**src/rtl/spu_ibr_pkg.sv**
```systemverilog
// Shared definitions for the SPU inbound response arbiter: response field
// layout and the raw-response decoder.
package spu_ibr_pkg;

    localparam int DEF_TID_W  = 8;
    localparam int DEF_RSP_W  = 16;
    localparam int DEF_TILE_W = 10;
    localparam int DEF_ERR_W  = 5;

    localparam int TILE_LSB   = 0;
    localparam int STATUS_BIT = 10;
    localparam int ERR_LSB    = 11;

    typedef struct packed {
        logic [DEF_ERR_W-1:0]  err_code;
        logic                  status;
        logic [DEF_TILE_W-1:0] tile_id;
    } ibr_rsp_t;

    function automatic ibr_rsp_t decode_rsp(input logic [15:0] rsp);
        ibr_rsp_t d;
        d.tile_id  = rsp[TILE_LSB +: DEF_TILE_W];
        d.status   = rsp[STATUS_BIT];
        d.err_code = rsp[ERR_LSB +: DEF_ERR_W];
        return d;
    endfunction

endpackage

```
**src/rtl/spu_rr_arb.sv**
```systemverilog
// Combinational round-robin picker: first requester at or above ptr, wrapping.
module spu_rr_arb #(
    parameter int N = 4,
    localparam int IDX_W = (N > 1) ? $clog2(N) : 1
) (
    input  logic [N-1:0]     req,
    input  logic [IDX_W-1:0] ptr,
    input  logic             en,
    output logic [N-1:0]     gnt,
    output logic [IDX_W-1:0] gnt_idx
);

    logic             found_s;
    logic             hit_s;
    logic [IDX_W-1:0] pos_s;

    // scan N positions starting at ptr; the first live request wins
    always_comb begin
        gnt     = '0;
        gnt_idx = '0;
        found_s = 1'b0;
        hit_s   = 1'b0;
        pos_s   = '0;
        for (int k = 0; k < N; k++) begin
            pos_s        = IDX_W'((int'(ptr) + k) % N);
            hit_s        = en && !found_s && req[pos_s];
            gnt[pos_s]   = gnt[pos_s] | hit_s;
            gnt_idx      = hit_s ? pos_s : gnt_idx;
            found_s      = found_s | hit_s;
        end
    end

endmodule

```
**src/rtl/spu_ibr_arb.sv**
```systemverilog
// Merges NUM_SRC inbound NoC response channels into one registered,
// decoded response stream and counts error responses.
module spu_ibr_arb
    import spu_ibr_pkg::*;
#(
    parameter int NUM_SRC = 4,
    parameter int TID_W   = DEF_TID_W,
    parameter int RSP_W   = DEF_RSP_W,
    parameter int TILE_W  = DEF_TILE_W,
    parameter int ERR_W   = DEF_ERR_W,
    parameter int CNT_W   = 16,
    localparam int IDX_W  = (NUM_SRC > 1) ? $clog2(NUM_SRC) : 1
) (
    input  logic                     clk,
    input  logic                     rst,
    input  logic                     arb_en,
    input  logic [NUM_SRC-1:0]       src_vld,
    input  logic [NUM_SRC*TID_W-1:0] src_tid,
    input  logic [NUM_SRC*RSP_W-1:0] src_rsp,
    output logic [NUM_SRC-1:0]       src_rdy,
    output logic                     out_vld,
    input  logic                     out_rdy,
    output logic [IDX_W-1:0]         out_src,
    output logic [TID_W-1:0]         out_tid,
    output logic [TILE_W-1:0]        out_tile_id,
    output logic                     out_status,
    output logic [ERR_W-1:0]         out_err_code,
    output logic [CNT_W-1:0]         err_cnt,
    input  logic                     err_cnt_clr
);

    logic               free_s;
    logic               en_s;
    logic               xfer_s;
    logic [NUM_SRC-1:0] gnt_s;
    logic [IDX_W-1:0]   gnt_idx_s;
    logic [TID_W-1:0]   sel_tid_s;
    logic [RSP_W-1:0]   sel_rsp_s;
    ibr_rsp_t           dec_s;

    logic [IDX_W-1:0]   ptr_q,      ptr_d;
    logic               vld_q,      vld_d;
    logic [IDX_W-1:0]   src_q,      src_d;
    logic [TID_W-1:0]   tid_q,      tid_d;
    logic [TILE_W-1:0]  tile_q,     tile_d;
    logic               status_q,   status_d;
    logic [ERR_W-1:0]   err_code_q, err_code_d;
    logic [CNT_W-1:0]   cnt_q,      cnt_d;

    // the slot accepts a new response when empty or being drained this cycle
    assign free_s = !vld_q || out_rdy;
    assign en_s   = arb_en && free_s && !rst;

    spu_rr_arb #(.N(NUM_SRC)) u_rr (
        .req     (src_vld),
        .ptr     (ptr_q),
        .en      (en_s),
        .gnt     (gnt_s),
        .gnt_idx (gnt_idx_s)
    );

    assign src_rdy   = gnt_s;
    assign xfer_s    = |gnt_s;
    assign sel_tid_s = src_tid[gnt_idx_s*TID_W +: TID_W];
    assign sel_rsp_s = src_rsp[gnt_idx_s*RSP_W +: RSP_W];
    assign dec_s     = decode_rsp(sel_rsp_s[15:0]);

    // next state of pointer, output register and error counter
    always_comb begin
        ptr_d      = ptr_q;
        vld_d      = vld_q;
        src_d      = src_q;
        tid_d      = tid_q;
        tile_d     = tile_q;
        status_d   = status_q;
        err_code_d = err_code_q;
        cnt_d      = cnt_q;
        if (xfer_s) begin
            ptr_d      = (gnt_idx_s == IDX_W'(NUM_SRC - 1)) ? '0 : gnt_idx_s + IDX_W'(1);
            vld_d      = 1'b1;
            src_d      = gnt_idx_s;
            tid_d      = sel_tid_s;
            tile_d     = TILE_W'(dec_s.tile_id);
            status_d   = dec_s.status;
            err_code_d = ERR_W'(dec_s.err_code);
        end else if (out_rdy) begin
            vld_d = 1'b0;
        end else begin
            vld_d = vld_q;
        end
        // clear wins over a same-cycle increment; the count saturates
        if (err_cnt_clr) begin
            cnt_d = '0;
        end else if (xfer_s && dec_s.status && (cnt_q != {CNT_W{1'b1}})) begin
            cnt_d = cnt_q + CNT_W'(1);
        end else begin
            cnt_d = cnt_q;
        end
    end

    // state registers
    always_ff @(posedge clk or posedge rst) begin
        if (rst) begin
            ptr_q      <= '0;
            vld_q      <= 1'b0;
            src_q      <= '0;
            tid_q      <= '0;
            tile_q     <= '0;
            status_q   <= 1'b0;
            err_code_q <= '0;
            cnt_q      <= '0;
        end else begin
            ptr_q      <= ptr_d;
            vld_q      <= vld_d;
            src_q      <= src_d;
            tid_q      <= tid_d;
            tile_q     <= tile_d;
            status_q   <= status_d;
            err_code_q <= err_code_d;
            cnt_q      <= cnt_d;
        end
    end

    assign out_vld      = vld_q;
    assign out_src      = src_q;
    assign out_tid      = tid_q;
    assign out_tile_id  = tile_q;
    assign out_status   = status_q;
    assign out_err_code = err_code_q;
    assign err_cnt      = cnt_q;

endmodule
```
**config.mk**
```make
export PLATFORM = sky130hd
export DESIGN_NAME = spu_ibr_arb
export DESIGN_NICKNAME = d
export VERILOG_FILES = /design/src/rtl/spu_ibr_pkg.sv /design/src/rtl/spu_rr_arb.sv /design/src/rtl/spu_ibr_arb.sv
export SDC_FILE = /design/constraint.sdc
export NUM_CORES = 1
export LEC_CHECK = 0
export CORE_ASPECT_RATIO = 1.4
export CORE_UTILIZATION = 48
export CTS_CLUSTER_DIAMETER = 200
export DETAILED_ROUTE_END_ITERATION = 10
export GPL_TIMING_DRIVEN = 1
export PLACE_DENSITY = 0.94
export SLEW_MARGIN = 5
export SYNTH_ARGS = -nofsm -noshare
export SYNTH_HDL_FRONTEND = slang
export SYNTH_SLANG_ARGS = --single-unit
```
**constraint.sdc**
```tcl
create_clock -name clk -period 8.65 [get_ports clk]
set_input_delay 1.2975 -clock clk [delete_from_list [all_inputs] [get_ports clk]]
set_output_delay 1.2975 -clock clk [all_outputs]
set_load 0.01 [all_outputs]
```
==> results by stage, run 1 <==
Global routing:
- The via count of the first global-routing pass is 3,756.
- The initial antenna violation count is 1.
- The first global-routing pass estimated 18,600 um of wire.
- The aggregate global routing overflow is 0.
- In the global route stage, overall resource usage came out at 0.2909.
- Entering global routing, the biggest net connects 75 pins.

Routing:
- The routed via count divided by cell count is 6.074.
- Dividing the detail-routed wire length by the instance count gives 18.17 um.
- The highest metal layer carrying signal wires in the routed design is met4.
- The detailed router finished its first iteration with 250 violations.
- Wire segments on met3 add up to 937 um in the final route.
- The residual antenna-violating net count after detailed routing is 0.
- The number of remaining DRC errors is 0.
- The first detailed-routing pass took 5 iterations.
- The met2 wire length is 5983 um.
- The wire length on met1 is 4440 um.
- The via count is 3,918.
- For this block, the routed nets add up to 11,720 um of wire.

Synthesis:
- The synthesized flop and latch total is 45.
- The synthesized area per cell is 9.213 sq um.
- In this run the cell area of the synthesized design comes to 0.003832 sq mm.
- The total of warnings raised by yosys is 0.
- Counting every net in the synthesized netlist gives 526.
- Of the synthesized area, sequential elements account for 0.2938.
- The fraction of post-synthesis cell area in the top cell type by area is 0.2938.
- Yosys attributes the largest share of cell area to dfrtp_1 (29%), a211oi_1 (9.4%), mux2i_1 (7.6%).
- The largest total area in the synthesized netlist belongs to dfrtp_1.
- Counting distinct cell types in the post-synthesis netlist gives 62.
- The most used flip-flop cell after synthesis is dfrtp_1.
- The async set-or-reset flop fraction in the synthesized netlist is 1.000.
- The number of flops mapped to enable cells by yosys is 0.
- The number of instances in the synthesized netlist is 416.

Timing:
- The final max-slew violation count is 0.
- The maximum clock frequency is 0.1574 GHz.
- The headroom to the max-slew limit is 0.3665.
- Dividing the final minimum period by the clock period gives 0.7344.
- Setup repair after global routing left no endpoint under its margin.
- The final clock skew is 8.333 ps.
- The post-route worst setup slack is 2298 ps.
- The post-route setup TNS is 0 ps.
- For the pin with the worst max-slew slack, the measured transition is 948.9 ps.
- The count of final hold-check violations is 0.
- Setup violations remaining at the end of the flow were counted as 0.
- The worst path in the final design needs a cycle of 6352 ps, including I/O delays and setup.

Clock network:
- The clock tree synthesis step divided the H-tree into 2 levels.
- The maximum number of buffers from clock root to sink is 2.
- The clock tree from TritonCTS is built.
- The number of CTS-inserted buffers is 5.
- The clock slew at the register clock pins of the worst setup and hold paths is 90 ps.
- The later pin in the worst-skew pair is clocked with a latency of 310 ps.
- The post-cts repair resize count is 0.
- In this run the post-CTS setup repair buffer count came out at 0.
- The count of hold buffers inserted by post-cts repair is 0.
- The root buffer cell chosen for the clock tree is clkbuf_8.
- Counting every sink on the clock net gives 45.

Min path:
- The hold-critical path depth is 1.
- The worst hold path begins at out_tile_id[3]$_DFFE_PP0P_.
- The path class of the lowest-slack min-delay path is reg -> reg.
- The endpoint of the worst hold-timing path is out_tile_id[3]$_DFFE_PP0P_.

Die:
- The area of the die is 0.008351 sq mm.
- The number of placed I/O pins is 152.
- The area of the core is 0.007750 sq mm.
- The die extent in x is 77.52 um.
- The initial utilization of the core area, before any placement, comes to 0.4945.
- The die is 107.7 um tall.
- In this run the core area contains 38 standard-cell rows.

Final layout:
- The layout has 593 filler cells.
- After the last flow step, the layout net total stands at 651.
- In the final layout, flip-flops and latches occupy 0.001126 sq mm.
- The area used by multi-input combinational logic is 0.002497 sq mm.
- The relative area change from synthesis to final layout is 40.97%.
- In the final layout, the share of cells above drive strength 1 is 0.07565.

Placement:
- The number of I/O port buffers is 151.
- OpenSTA, run right after detailed placement, puts the worst setup slack at 2707 ps.
- Detailed placement finished with a half-perimeter wire length of 8943 um.
- At the end of routability-driven placement, the weighted congestion stood at 0.9531.

Worst setup path:
- The worst register-to-register path has a setup slack of 3040 ps.
- Data on the critical path is required at its endpoint by 7350 ps.
- The kind of launch point of the worst setup path is a flop.
- The endpoint of the lowest-slack register-to-register path is err_cnt[5]$_DFFE_PP0P_.
- The critical path capture point type is a primary output.
- The kind of critical path is reg -> out.
- The endpoint arrival time on the critical path is 5050 ps.
- Along the worst path, the maximum fanout reaches 29.
- Measured in cells, the most critical reg-to-reg path has a length of 12.

Power:
- The total leakage power is 2.336 nW.
- The worst-case IR drop observed on VDD is 0.6069 mV.
- Dividing total power by cell area gives a power density of 317.1 mW/mm^2.

Status:
- The run finished with clean final reports.

Job:
- Max-cap violations in this run came to 0.
==> sequential cells by signal (all words and copies together) (netlist names), named ones only <==
register,count
out_tile_id,10
out_err_code,5
out_status,1
err_cnt,16
ptr_q,1
out_tid,8
out_src,2
out_vld,1
==> power breakdown <==
part / internal [mW] / switching (mW)
registers: 0.294 / 0.0659
logic: 0.546 / 0.670
clock network: 0.0575 / 0.0801
total: 0.897 / 0.816
==> synthesized netlist by cell type (all sizes together), types with 2 or more instances <==
cell type  number
a2111oi         2
a211oi         51
a21o           25
a21oi          18
a221oi          5
and2            3
and3            7
buf            20
clkbuf         16
dfrtp          45
ha              5
inv             6
mux2           20
mux2i          29
mux4            3
nand2          15
nand2b          6
nand3          13
nand4           3
nor2           22
nor2b          42
nor3           12
nor3b           6
o211ai          4
o21ai          11
o31ai           5
or2             3
or4             2
==> cell type report <==
| cell class | instances | area share |
|---|---|---|
| Antenna cell | 3 | 0.001390 |
| Clock buffer | 5 | 0.01274 |
| Clock inverter | 3 | 0.003937 |
| Inverter | 6 | 0.004169 |
| Multi-Input combinational cell | 329 | 0.4623 |
| Sequential cell | 45 | 0.2084 |
| Tap cell | 100 | 0.02316 |
| Timing Repair Buffer | 154 | 0.2839 |
==> placed cells by master (no fill, tap or decap), types with 6 or more instances in the layout <==
| cell type | synthesis | final |
|---|---|---|
| o21ai_1 | 6 | 6 |
| nor2_1 | 21 | 21 |
| and3_1 | 6 | 6 |
| nor2b_1 | 42 | 42 |
| clkdlybuf4s50_1 | 0 | 151 |
| a21oi_1 | 17 | 17 |
| nand2_1 | 15 | 15 |
| a211oi_1 | 48 | 48 |
| nand3_1 | 13 | 13 |
| dfrtp_1 | 45 | 45 |
| a21o_1 | 25 | 25 |
| mux2_1 | 14 | 14 |
| nor3_1 | 11 | 11 |
| nand2b_1 | 6 | 6 |
| mux2i_1 | 29 | 29 |
| nor3b_1 | 6 | 6 |
==> routing by layer <==
metal  vias to the layer above  track usage
met4                         0       0.1226
met2                       172       0.5202
met3                        23      0.06610
met1                      1911       0.3290
met5                         -            0
li1                       1812            -
==> through the flow <==
stage	cell area [sq um]	cells	utilization	hold WS (ps)	power, mW
final	5403	645	0.6971	481.4	1.713
after global routing	5395	642	0.6962	507.7	1.836
after CTS	5395	642	0.6962	484.8	1.710
after detailed placement	5305	634	0.6845	465.4	1.570
after global placement	5305	634	0.6845	458.7	1.540
after floorplan	3832	416	-	518.3	1.283
==> critical path: stages, from the launching register on <==
cell	delay, ps
dfrtp_1	930
inv_1	350
ha_1	730
mux2_2	430
or3_4	350
a211oi_4	510
nor2_2	90
o211ai_1	150
o31ai_1	110
a21oi_1	360
a21o_1	190
clkdlybuf4s50_1	530
==> worst max-delay path by stage <==
| stage | endpoint | slack [ps] | cells past startpoint |
|---|---|---|---|
| after floorplan | src_rdy[2] | 4110 | 9 |
| after global placement | src_rdy[3] | 2850 | 11 |
| after detailed placement | src_rdy[2] | 2710 | 11 |
| after CTS | src_rdy[2] | 2360 | 11 |
| after global routing | src_rdy[2] | 2010 | 11 |
| final | src_rdy[2] | 2300 | 11 |
==> cell families (layout without fill, tap and decap cells) <==
| group | Yosys count | count (layout) | share of synthesized area |
|---|---|---|---|
| DFF | 45 | 45 | 0.2938 |
| AOI/OAI and AO/OA | 132 | 132 | 0.2690 |
| xor gates and xnor gates | 1 | 1 | 0.002286 |
| muxes | 52 | 52 | 0.1561 |
| and+or+nand+nor | 139 | 139 | 0.2047 |
| adders and majority gates | 5 | 5 | 0.01632 |
| other | 0 | 3 | 0 |
| buffers and inverters | 42 | 168 | 0.05778 |
No activity file was read; power rests on OpenSTA's default activity.
==> inputs of run 2 (changes only) <==
--- a/config.mk
+++ b/config.mk
@@ -6,11 +6,11 @@
 export NUM_CORES = 1
 export LEC_CHECK = 0
 export CORE_ASPECT_RATIO = 1.4
-export CORE_UTILIZATION = 48
+export CORE_UTILIZATION = 45
 export CTS_CLUSTER_DIAMETER = 200
 export DETAILED_ROUTE_END_ITERATION = 10
 export GPL_TIMING_DRIVEN = 1
-export PLACE_DENSITY = 0.94
+export PLACE_DENSITY = 0.9
 export SLEW_MARGIN = 5
 export SYNTH_ARGS = -nofsm -noshare
 export SYNTH_HDL_FRONTEND = slang
==> constraint.sdc (replaced) <==
create_clock -name clk -period 6.1 [get_ports clk]
set_input_delay 0.915 -clock clk [delete_from_list [all_inputs] [get_ports clk]]
set_output_delay 0.915 -clock clk [all_outputs]
set_load 0.01 [all_outputs]
==> results by stage, run 2 (synthesized netlist as in run 1, its figures left out) <==
Status:
- The flow ran to the end, and the final reports show no timing, DRC or antenna violations.

Routing:
- The residual antenna-violating net count after detailed routing is 0.
- After detailed routing, the number of vias per cell comes to 5.940.
- In the routed design, unresolved DRC markers number 0.
- The aggregate routed wire length is 12,160 um.
- The count of routing violations after the opening detailed-route iteration is 225.
- Dividing the detail-routed wire length by the instance count gives 18.80 um.
- The via count is 3,843.
- The first TritonRoute pass finished after 5 iterations.

Timing:
- The final max-slew violation count is 0.
- Measured against its own limit, the worst slew margin works out to 0.3376.
- The final hold slack is 476.1 ps.
- Setup repair after global routing left no endpoint under its margin.
- For the final routed database, the setup TNS stands at 0 ps.
- The count of final hold-check violations is 0.
- The share of the clock period used by the worst path after layout is 0.8820.
- The number of failing setup endpoints in the final timing report is 0.
- The actual slew at the worst max-slew pin is 990.6 ps.
- The final clock skew is 4.687 ps.
- Counting I/O delays and the setup requirement, the final critical path takes 5380 ps.
- The maximum clock frequency is 0.1859 GHz.

Worst setup path:
- Counting stages on the worst path, the most repeated cell is nand2_1.
- The largest individual stage delay along the critical path comes from the cell dfrtp_1.
- The endpoint arrival time on the critical path is 4470 ps.
- The critical path capture point type is a primary output.
- The category of cells accounting for the largest share of critical-path delay is compound AO/OA/AOI/OAI gates.
- The largest stage delay on the critical path is 640 ps.
- The worst setup path is of the reg -> out kind.
- STA classifies the critical path startpoint as a flop.
- The endpoint of the lowest-slack register-to-register path is err_cnt[15]$_DFFE_PP0P_.
- The critical-path maximum fanout is 12.
- The startpoint of the worst register-to-register path is ptr_q[1]$_DFFE_PP0P_.
- The critical path contains buffers and inverters numbering 2 combined.
- The critical path data required time is 5180 ps.
- The reg-to-reg setup timing slack is 1300 ps.
- The count of cells along the worst register-to-register path is 13.
- In this run the worst setup path begins at ptr_q[1]$_DFFE_PP0P_.
- The signal on the critical path passes through inv_1 -> ha_1 -> mux2_2 -> or3_4 -> a211oi_4 -> nor2_2 -> o211ai_1 -> o31ai_1 -> a21oi_1 -> nand2_1 -> nand2_1 -> clkdlybuf4s50_1.

Final layout:
- From synthesis to final layout, the design area changed by 43.19%.
- The net total in the final layout is 653.
- The most common cell after layout, fill and taps aside is clkdlybuf4s50_1.
- In the layout the commonest cells are clkdlybuf4s50_1 (151), a211oi_1 (48), dfrtp_1 (45).
- The finished cells cover 0.005488 sq mm.
- The flip-flop count of the largest register after layout is 16.
- In the final layout, the share of cells above drive strength 1 is 0.07904.

Power:
- Of the total power, registers draw 0.189.
- For this design the static power due to leakage is 2.376 nW.
- The net load switching power is 1.182 mW.
- Of the total power, combinational logic draws 0.701.
- The internal portion of the total power is 1.382 mW.
- The relative contribution of the clock network to total power is 0.110.
- The switching share of power is 0.4611.
- The worst-case IR drop observed on VDD is 1.194 mV.
- The power density normalized to cell area is 467.4 mW/mm^2.

Global routing:
- Across every metal layer, demand over resource in global routing totals 0.2840.
- The aggregate global routing overflow is 0.
- The initial antenna violation count is 2.
- The via count of the first global-routing pass is 3,711.
- The global-route wire length before repair is 19,310 um.
- The pin count of the biggest net entering global routing is 75.

Clock network:
- The root cell of the clock tree is clkbuf_16.
- The number of CTS-inserted buffers is 5.
- The tree built by TritonCTS fans out to 45 sinks.
- The count of hold buffers inserted by post-cts repair is 0.
- The number of setup buffers added after CTS is 0.
- After clock tree synthesis, the clock-pin slew on the worst setup and hold paths is 70 ps.
- TritonCTS built the clock tree.
- The maximum number of buffers from clock root to sink is 2.
- The clock reaches the later pin of the worst-skew pair after 290 ps.
- The deepest level of the CTS H-tree is 2.
- The post-cts repair resize count is 0.

Job:
- The count of max-cap constraint violations is 0.

Die:
- After floorplanning, the core was sized to cover 0.008198 sq mm.
- The initial cell density of the core is 0.4675.
- The die covers 0.008895 sq mm.
- 152 I/O pins were placed.
- The die is 111.2 um tall.
- The die extent in x is 80.00 um.
- The count of standard-cell rows is 39.

Min path:
- The hold-critical path depth is 1.
- The path class of the lowest-slack min-delay path is reg -> reg.
- The startpoint identified for the worst hold timing path is out_tile_id[2]$_DFFE_PP0P_.
- The endpoint of the worst hold-timing path is out_tile_id[2]$_DFFE_PP0P_.

Placement:
- The half-perimeter wire length after placement is 9184 um.
- During placement, the flow inserted port buffers numbering 151.
- The weighted congestion reported at the end of routability-driven placement is 0.9107.
- Once placement finished, the instance area stood at 0.005335 sq mm.
[run 2: cell types whose count changed in the layout (fill, tap and decap cells not counted)]
cell       delta
clkinv_2      -1
diode_2       -2
buf_12        +1
clkinv_4      +1
buf_4         +1
clkbuf_8      -5
clkbuf_16     +5
[run 2: layout make-up]
class,count,area [sq um]
flip-flops and latches,45,1126
fillers,669,2710
repair buffers,156,1562
well taps,102,127.6
clock buffers,5,125.1
multi-input cells,329,2497
diodes,1,2.502
clock inverters,3,25.02
inverters,6,22.52
[run 2: worst max path at each step]
stage	to	depth (start not counted)	slack, ps
2_1_floorplan	src_rdy[2]	12	2300
6_report	src_rdy[3]	12	720
3_3_place_gp	src_rdy[3]	11	1070
3_5_place_dp	src_rdy[3]	12	1060
4_1_cts	src_rdy[3]	12	740
5_1_grt	src_rdy[3]	12	480
[run 2: metal layers]
| metal | wire [um] | up-vias | global-route usage | share of wire |
|---|---|---|---|---|
| li1 | - | 1816 | - | - |
| met1 | 4746 | 1843 | 0.3233 | 0.39 |
| met2 | 6122 | 158 | 0.4991 | 0.50 |
| met3 | 999 | 24 | 0.08230 | 0.082 |
| met4 | 279 | 2 | 0.09048 | 0.023 |
| met5 | 17 | - | 0 | 0.0014 |
[run 2: stage by stage]
| stage | power (mW) | std cells | utilization | setup slack [ps] |
|---|---|---|---|---|
| after CTS | 2.580 | 646 | 0.6691 | 741.2 |
| after detailed placement | 2.287 | 638 | 0.6508 | 1062 |
| after global routing | 2.745 | 646 | 0.6691 | 482.6 |
| after global placement | 2.264 | 638 | 0.6508 | 1066 |
| final | 2.565 | 647 | 0.6694 | 719.8 |
| after floorplan | 1.820 | 416 | - | 2299 |
[run 2: power groups by stage]
stage | sequential (mW) | combinational [mW] | clock [mW]
floorplan | 0.520 | 1.30 | 0
global placement | 0.485 | 1.78 | 0
detailed placement | 0.489 | 1.80 | 0
CTS | 0.485 | 1.81 | 0.288
global route | 0.499 | 1.95 | 0.298
finish | 0.484 | 1.80 | 0.282
[run 2: worst reg2reg max path, delay by kind of cell (launching register included)]
family	cells	cell delay, ps
flip-flops	1	640
AO/OA/AOI/OAI	7	1940
buffers and inverters	2	540
multiplexers	2	780
AND/OR/NAND/NOR	1	140
adder cells (fa/ha/maj)	1	640
==> inputs of run 3 (changes only) <==
--- a/config.mk
+++ b/config.mk
@@ -6,12 +6,11 @@
 export NUM_CORES = 1
 export LEC_CHECK = 0
 export CORE_ASPECT_RATIO = 1.4
-export CORE_UTILIZATION = 45
+export CORE_UTILIZATION = 40
 export CTS_CLUSTER_DIAMETER = 200
 export DETAILED_ROUTE_END_ITERATION = 10
 export GPL_TIMING_DRIVEN = 1
-export PLACE_DENSITY = 0.9
-export SLEW_MARGIN = 5
+export PLACE_DENSITY = 0.82
 export SYNTH_ARGS = -nofsm -noshare
 export SYNTH_HDL_FRONTEND = slang
 export SYNTH_SLANG_ARGS = --single-unit
==> results by stage, run 3 (synthesized netlist as in run 1, its figures left out) <==
Clock network:
- The clock latency at the later pin of the worst-skew pair is 290 ps.
- The root cell of the clock tree is clkbuf_16.
- TritonCTS built the clock tree.
- The number of hold buffers added after CTS was 0.
- The post-cts repair resize count is 0.
- The clock sink count is 45.
- After clock tree synthesis, the clock-pin slew on the worst setup and hold paths is 70 ps.
- The deepest level of the CTS H-tree is 2.
- The number of setup buffers added after CTS is 0.
- The number of CTS-inserted buffers is 5.
- The longest clock path from root to sink contains 2 buffers.

Routing:
- The wire length on met1 is 4429 um.
- The aggregate routed wire length is 11,310 um.
- The count of routing violations after the opening detailed-route iteration is 123.
- The routed layout has 3,763 vias.
- The met2 wire length is 5610 um.
- After detailed routing, the number of remaining DRC violations is 6.
- Once detail routing completed, the nets flagged for antenna violations numbered 0.
- The final routed wire length divided by cell count is 17.40 um.
- The number of detailed-route iterations in the first pass is 8.
- The wire length on met3 is 960 um.
- After detailed routing, no signal wire sits above met4.
- The routed via count divided by cell count is 5.789.

Worst setup path:
- The critical-path maximum fanout is 12.
- At the worst endpoint, the arrival time is 4440 ps.
- The critical path goes through inv_1 -> ha_1 -> mux2_2 -> or3_4 -> a211oi_4 -> nor2_2 -> o211ai_1 -> o31ai_1 -> a21oi_1 -> a21o_1 -> clkdlybuf4s50_1.
- STA classifies the critical path endpoint as a primary output.
- The kind of launch point of the worst setup path is a flop.
- Grouping stages by cell kind, the critical path spends the most delay in compound AO/OA/AOI/OAI gates.
- At the worst endpoint, the required time is 5180 ps.
- The critical path in this run is classified as reg -> out.
- Counting both buffers and inverters, the worst setup path holds a total of 2.
- The master of the slowest instance on the critical path is dfrtp_1.
- The largest single stage delay on the critical path is 650 ps.

Power:
- IR analysis of the VDD net gives a maximum drop of 0.3994 mV.
- In this run the static leakage power is 2.370 nW.
- The power density normalized to cell area is 462.0 mW/mm^2.

Placement:
- The weighted congestion reported at the end of routability-driven placement is 0.9351.
- The half-perimeter wire length after placement is 8596 um.
- The number of I/O port buffers is 151.

Die:
- Measured along the x axis, the die boundary spans 84.73 um.
- The floorplan has 41 rows.
- The area of the die is 0.009982 sq mm.
- The initial cell density of the core is 0.4174.
- The die span in y is 117.8 um.
- The floorplan step defined a core boundary enclosing 0.009183 sq mm.
- Pin placement for this block handled 152 I/O pins.

Global routing:
- The via count of the first global-routing pass is 3,823.
- Entering global routing, the biggest net connects 75 pins.
- The initial antenna violation count is 0.
- Global routing finished with a remaining overflow of 0.
- The total routing resource utilization after global routing is 0.2367.
- The global-route wire length before repair is 18,750 um.

Final layout:
- The most common cell after layout, fill and taps aside is clkdlybuf4s50_1.
- The relative area change from synthesis to final layout is 43.00%.
- At the end of the flow the core is filled with cells to 0.5968.
- The net count of the finished layout is 652.
- In the layout the commonest cells are clkdlybuf4s50_1 (151), a211oi_1 (48), dfrtp_1 (45).
- The final-layout fill cell count is 796.
- The share of post-route cells with drive strength above 1 is 0.07735.
- The flip-flop count of the largest register after layout is 16.
- 0 antenna diodes ended up in the layout.

Timing:
- The final max-slew violation count came to 0.
- The shortest clock period the worst path allows after layout is 5360 ps.
- The maximum clock frequency is 0.1866 GHz.
- The final clock skew is 7.190 ps.
- The count of final hold-check violations is 0.
- The share of the clock period used by the worst path after layout is 0.8786.
- For the final routed database, the setup TNS stands at 0 ps.
- At the pin with the least slew margin, the transition time is 958.0 ps.
- The headroom to the max-slew limit is 0.3604.
- Setup repair after global routing left no endpoint under its margin.
- Setup violations remaining at the end of the flow were counted as 0.

Status:
- The checks that failed: design-rule violations.
- The run finished, with violations left.

Job:
- Across the run, the number of max-cap violations was 0.

Min path:
- The path class of the lowest-slack min-delay path is reg -> reg.
==> run 3: changes by cell type in the layout (fill, tap and decap cells not counted) <==
| cell | before | now |
|---|---|---|
| buf_4 | 4 | 3 |
| clkinv_2 | 0 | 1 |
| clkinv_4 | 1 | 0 |
| diode_2 | 1 | 0 |
==> run 3: layer usage <==
| layer | GRT usage | vias up |
|---|---|---|
| met5 | 0 | - |
| met4 | 0.09852 | 0 |
| met3 | 0.06942 | 20 |
| met2 | 0.4126 | 154 |
| met1 | 0.2664 | 1784 |
| li1 | - | 1805 |
==> run 3: cell type report <==
| type | instances | area (sq um) | area share |
|---|---|---|---|
| clock buffer | 5 | 125.1 | 0.02283 |
| clock inverter | 3 | 21.27 | 0.003881 |
| inverter | 6 | 22.52 | 0.004110 |
| multi-input combinational | 329 | 2497 | 0.4557 |
| sequential | 45 | 1126 | 0.2055 |
| tap | 107 | 133.9 | 0.02443 |
| timing repair buffer | 155 | 1554 | 0.2836 |
==> run 3: metrics by stage <==
step	hold WS [ps]	cell area (sq um)	worst slack, ps	std cells	power, mW
floorplan	518.3	3832	2299	416	1.820
global placement	458.8	5334	1140	642	2.245
detailed placement	464.9	5334	1112	642	2.268
CTS	478.9	5480	791.6	650	2.557
global route	490.1	5480	450.3	650	2.741
finish	475.0	5480	740.4	650	2.532
==> run 3: power by group <==
group          switching, mW  internal, mW  leakage, nW
Combinational          0.961         0.806         1.73
Sequential            0.0695         0.418        0.572
Clock                  0.124         0.153       0.0702
==> run 3: worst reg2reg max path: stages (launching register included) <==
cell	delay [ps]
dfrtp_1	650
inv_1	230
ha_1	650
mux2_2	430
o21ai_1	220
o22ai_4	150
a221oi_4	390
a21oi_1	180
o311ai_1	270
a21oi_1	190
a2111oi_4	480
buf_12	340
nor3b_1	140
mux2_1	330
==> run 3: worst paths after layout <==
check                           slack (ps)  cells past startpoint                          to                        from
worst min register to register         480                      1  out_tile_id[3]$_DFFE_PP0P_  out_tile_id[3]$_DFFE_PP0P_
min in group asynchronous             1170                      2         out_vld$_DFFE_PP0P_                         rst
max in group asynchronous             4310                      2     err_cnt[11]$_DFFE_PP0P_                         rst
worst max-delay path                   740                     11                  src_rdy[2]        ptr_q[1]$_DFFE_PP0P_
worst min-delay path                   480                      1  out_tile_id[3]$_DFFE_PP0P_  out_tile_id[3]$_DFFE_PP0P_
worst max register to register        1330                     13      err_cnt[2]$_DFFE_PP0P_        ptr_q[1]$_DFFE_PP0P_
